### src/rtl/lfsr_offset_finder_if.sv
// lfsr_offset_finder_if: request/result bundle between a caller and lfsr_offset_finder.
interface lfsr_offset_finder_if;
  logic [16:0] polynomial;
  logic [16:0] data;
  logic        enable;
  logic [16:0] offset;
  logic        ready;
  modport master (output polynomial, data, enable, input offset, ready);
  modport slave (input polynomial, data, enable, output offset, ready);
endinterface

### src/rtl/lfsr_offset_finder.sv
// lfsr_offset_finder: counts LFSR steps from SEED to a received word; optional OFFSET_TIMEOUT_EN caps the search at MAX_ITER.
module lfsr_offset_finder #(
  parameter logic [16:0] SEED     = 17'h00001,
  parameter int          MAX_ITER = 131071
) (
  input  logic clk_72MHz,
  input  logic reset,
  lfsr_offset_finder_if.slave bus
);
  typedef enum logic [1:0] {IDLE, SEARCH, DONE} state_t;
`ifdef OFFSET_TIMEOUT_EN
  localparam bit TIMEOUT = 1'b1;
`else
  localparam bit TIMEOUT = 1'b0;
`endif
  state_t state, state_n;
  logic [16:0] lfsr, lfsr_n, counter, counter_n, poly_q, poly_n, data_q, data_n, offset_n;
  logic en_q, stop;
  assign stop = counter == 17'h1FFFF || (TIMEOUT && counter == 17'(MAX_ITER));
  // Left unreset so enable already high at reset release is not seen as a rising edge.
  always_ff @(posedge clk_72MHz) en_q <= bus.enable;
  always_ff @(posedge clk_72MHz) begin
    if (reset) begin
      state      <= IDLE;
      lfsr       <= SEED;
      counter    <= '0;
      poly_q     <= '0;
      data_q     <= '0;
      bus.offset <= '0;
      bus.ready  <= 1'b0;
    end else begin
      state      <= state_n;
      lfsr       <= lfsr_n;
      counter    <= counter_n;
      poly_q     <= poly_n;
      data_q     <= data_n;
      bus.offset <= offset_n;
      bus.ready  <= state == DONE && bus.enable;
    end
  end
  always_comb begin
    state_n   = state;
    lfsr_n    = lfsr;
    counter_n = counter;
    poly_n    = poly_q;
    data_n    = data_q;
    offset_n  = bus.offset;
    case (state)
      IDLE: if (bus.enable && !en_q) begin
        poly_n    = bus.polynomial;
        data_n    = bus.data;
        lfsr_n    = SEED;
        counter_n = 17'd1;
        state_n   = bus.polynomial == '0 ? DONE : SEARCH;
        offset_n  = bus.polynomial == '0 ? '0 : bus.offset;
      end
      SEARCH: if (!bus.enable) begin
        state_n  = IDLE;
        offset_n = '0;
      end else if (lfsr == data_q) begin
        offset_n = counter;
        state_n  = DONE;
      end else if (stop) begin
        offset_n = '0;
        state_n  = DONE;
      end else begin
        lfsr_n    = {lfsr[15:0], ^(lfsr & poly_q)};
        counter_n = counter + 17'd1;
      end
      DONE: state_n = bus.enable ? DONE : IDLE;
      default: state_n = IDLE;
    endcase
  end
endmodule

### src/flat_wrapper.sv
// flat-port wrapper written by rule: the top's interface ports become plain ports
module lfsr_offset_finder_flat 
#(
  parameter logic [16:0] SEED     = 17'h00001,
  parameter int          MAX_ITER = 131071
)
  (clk_72MHz, reset, bus_polynomial, bus_data, bus_enable, bus_offset, bus_ready);
  lfsr_offset_finder_if bus_i ();
  input  logic clk_72MHz;
  input  logic reset;
  input wire logic [$bits(bus_i.polynomial)-1:0] bus_polynomial;
  input wire logic [$bits(bus_i.data)-1:0] bus_data;
  input wire logic [$bits(bus_i.enable)-1:0] bus_enable;
  output wire logic [$bits(bus_i.offset)-1:0] bus_offset;
  output wire logic [$bits(bus_i.ready)-1:0] bus_ready;
  assign bus_i.polynomial = bus_polynomial;
  assign bus_i.data = bus_data;
  assign bus_i.enable = bus_enable;
  assign bus_offset = bus_i.offset;
  assign bus_ready = bus_i.ready;
  lfsr_offset_finder #(.SEED(SEED), .MAX_ITER(MAX_ITER)) u_core (.clk_72MHz(clk_72MHz), .reset(reset), .bus(bus_i));
endmodule
### config.mk
export PLATFORM = sky130hd
export DESIGN_NAME = lfsr_offset_finder_flat
export DESIGN_NICKNAME = d
export VERILOG_FILES = /design/src/rtl/lfsr_offset_finder_if.sv /design/src/rtl/lfsr_offset_finder.sv /design/src/flat_wrapper.sv
export SDC_FILE = /design/constraint.sdc
export NUM_CORES = 1
export LEC_CHECK = 0
export CORE_ASPECT_RATIO = 1.25
export CORE_MARGIN = 4
export CORE_UTILIZATION = 40
export DETAILED_ROUTE_END_ITERATION = 12
export HOLD_SLACK_MARGIN = 0.02
export SKIP_CTS_REPAIR_TIMING = 1
export SLEW_MARGIN = 10
export SYNTH_ARGS = -nofsm -noshare
export SYNTH_HDL_FRONTEND = slang
export SYNTH_SLANG_ARGS = --single-unit
export TNS_END_PERCENT = 1
### constraint.sdc
create_clock -name clk_72MHz -period 3.09 [get_ports clk_72MHz]
set_input_delay 0.7725 -clock clk_72MHz [delete_from_list [all_inputs] [get_ports clk_72MHz]]
set_output_delay 0.7725 -clock clk_72MHz [all_outputs]
set_load 0.05 [all_outputs]
==> qor.csv <==
stage,metric,value,unit
status,status,finished clean,
clock_network,ctsRootBufferMaster,clkbuf_16,
drt,drtAntennaViolNets,0,
drt,drt_first_iter_violations,101,
power,total_leakage_power,1.79,nW
final_layout,stdcell_count,662,
floorplanning,io_pins,55,
timing,setup_viol,0,
timing,setup_slack,0.321,ns
timing,fin_crit_sh,89.6,%
floorplanning,start_util,41.3,%
power,pwr_density_cell,555,nW/um^2
clock_network,clock_latency,0.33,ns
yosys,yosysMostFrequentCell,nand2_1,
global_routing,antenna_found_initial,0,
power,p_comb_share,14.3,%
critical_path,r2r_cells,12,
yosys,mappedNetlistNets,521,
global_routing,grt_pass1_vias,3339,
drt,drc,0,
timing,max_freq,0.361,GHz
final_layout,num-fill-cells,916,
final_layout,diodes,0,
critical_path,start_kind,register,
global_routing,grt_overflow,0,
yosys,ys_ff_latch,89,
place,io_buffer_count,54,
drt,viasPerCell,5.06,
final_layout,drive_gt1_share,7.09,%
place,place_ws,0.0230,ns
floorplanning,core_area,9660,sq um
drt,routed_wl,9050,um
floorplanning,dieHeight,120,um
clock_network,cts.path.max_buffers,2,
place,hpwl,6640,um
floorplanning,core.rowCount,40,
yosys,synth_top_area_cell,dfxtp_1,
timing,slew_viol_final,0,
timing,max_slew.worst_pin.slew,0.924,ns
drt,vias,3352,
global_routing,grt_use_total,16.0,%
critical_path,endpoint_kind,register,
power,p_sw_share,25.2,%
timing,finalCriticalPeriod,2.77,ns
clock_network,cts.clk_slew.worst_paths,0.06,ns
timing,fin_skew,0.00478,ns
power,switchingPower,0.701,mW
yosys,yosys_warnings,0,
yosys,synthCells,478,
final_layout,syn2layout_area_growth,25.8,%
job,cap_violations,0,
place,place_congestion,0.796,
timing,hold_viol_final,0,
yosys,yosysUniqueCellTypes,37,
global_routing,grt_first_pass_wirelength,15400,um
timing,tns,0,ns
critical_path,path_depth,12,
critical_path,path_cells,and3_1 > and4_1 > and3_1 > nand4_1 > nor2_1 > ha_1 > nand3b_1 > a21oi_1 > o21ai_2 > nor2b_1 > a21oi_1 > or2_1,
drt,wl_per_cell,13.7,um
timing,maxSlewHeadroom,38.4,%
power,p_int,2.08,mW
yosys,avgSynthCellArea,8.34,sq um
clock_network,clock_sinks,89,
critical_path,cp.arrival,2.99,ns
power,seq_power_share,43.9,%
clock_network,cts_tree,yes,
final_layout,final_nets,575,
yosys,synthTopCellsByArea,"dfxtp_1, nand2_1, a21oi_1, mux2i_1, xor2_1",
critical_path,cp_max_fo,22,
worst_hold_path,worstHoldPathCells,2,
place,dp.cells,647,
critical_path,crit_type,register to register,
power,peakVddDrop,371,uV
power,clock_power_share,41.9,%
critical_path,r2r_slack,0.32,ns
critical_path,cpPeakStageDelay,0.40,ns
yosys,netlist_area,3990,sq um
yosys,yosysSeqAreaShare,44.7,%
critical_path,worstPathBufferInverterCount,0,
yosys,synth_top_area_share,44.7,%
critical_path,cp_top_family,simple AND/OR/NAND/NOR gates,
yosys,async_reset_ff_share,0,%
worst_hold_path,hold_path_class,register to register,
drt,firstDrtPassIters,4,
clock_network,h-tree-depth,3,
critical_path,worstPathRequired,3.31,ns
floorplanning,chipWidth,97.3,um
yosys,ys.flop_type,dfxtp_1,
yosys,synth_common_cells,"nand2_1, dfxtp_1, a21oi_1",
yosys,synth_edf_count,0,
global_routing,grt_max_degree,42,
clock_network,cts_buffers,9,
timing,holdWs,0.457,ns
timing,rsz0062_at_grt,no,
floorplanning,dieArea,11600,sq um
critical_path,crit_path_top_delay_cell,dfxtp_1,
## path summary, 6_finish.rpt
kind,from,to
max,u_core.counter[4],u_core.lfsr[0]
min,u_core.poly_q[15],u_core.poly_q[15]
min reg2reg,u_core.poly_q[15],u_core.poly_q[15]
max reg2reg,u_core.counter[4],u_core.lfsr[0]
## layout make-up
type	instances	area, sq um	area share [%]
Clock inverter	4	76.3	1.52
Clock buffer	11	243	4.84
Inverter	3	11.3	0.224
Multi-Input combinational cell	360	2090	41.6
Timing Repair Buffer	69	661	13.2
Tap cell	126	158	3.14
Sequential cell	89	1780	35.5
## cell families after synthesis
group                    after synthesis  synth area share [%]
adder cells (fa/ha/maj)                6                  1.88
buffers and inverters                 29                  3.14
XOR/XNOR                              40                  9.13
flip-flops                            89                  44.7
AO/OA/AOI/OAI                         72                  11.1
multiplexers                          18                  4.52
AND/OR/NAND/NOR                      224                  25.5
## flip-flops by register name, summed over array words and instances, names as in the netlist
name               cells
u_core.en_q            1
u_core.data_q         17
u_core.counter        17
u_core.state           2
u_core.lfsr           17
u_core.poly_q         17
u_core.bus.ready       1
u_core.bus.offset     17
## layout by cell type, fill, tap and decap left out, types with 2 or more instances in the layout
cell type,count
nor4_1,6
a21oi_1,43
bufinv_16,2
nand3b_1,3
xnor2_1,19
o21ai_1,2
nor3_1,9
a22oi_1,20
or3_1,2
clkbuf_16,9
nor2b_1,2
nand3_1,14
nand2_1,117
and3b_1,2
a31oi_1,2
and2_1,3
and3_1,2
clkdlybuf4s50_1,53
nand2b_1,19
xor2_1,20
ha_1,6
inv_1,3
nand4_1,2
buf_4,14
nor2_1,36
mux2i_1,18
dfxtp_1,89
## power by group through the flow
stage	Sequential [mW]	Combinational, mW	Clock, mW
after floorplan	1.24	0.256	0
final	1.22	0.397	1.17
after detailed placement	1.25	0.398	0
after CTS	1.22	0.400	1.19
after global placement	1.25	0.392	0
after global routing	1.22	0.438	1.25
## routing by layer
layer,track usage [%],routed length [um],vias to the layer above
li1,-,-,1706
met1,16.8,3590,1585
met2,31.0,4990,51
met3,3.14,336,10
met4,6.32,136,0
met5,0,0,-
## per-stage QoR
step	util [%]	cell area [sq um]	power, mW
CTS	51.9	5020	2.81
floorplan	-	3990	1.49
finish	51.9	5020	2.78
detailed placement	48.6	4700	1.64
global placement	48.6	4700	1.64
global route	51.9	5020	2.91
## worst register-to-register path: cells and delay by family, from the launching register on
kind | cells | cell delay [ns]
AOI/OAI and AO/OA | 3 | 0.48
adders and majority gates | 1 | 0.18
and+or+nand+nor | 8 | 1.59
DFF | 1 | 0.40
No activity file was read; power rests on OpenSTA's default activity.
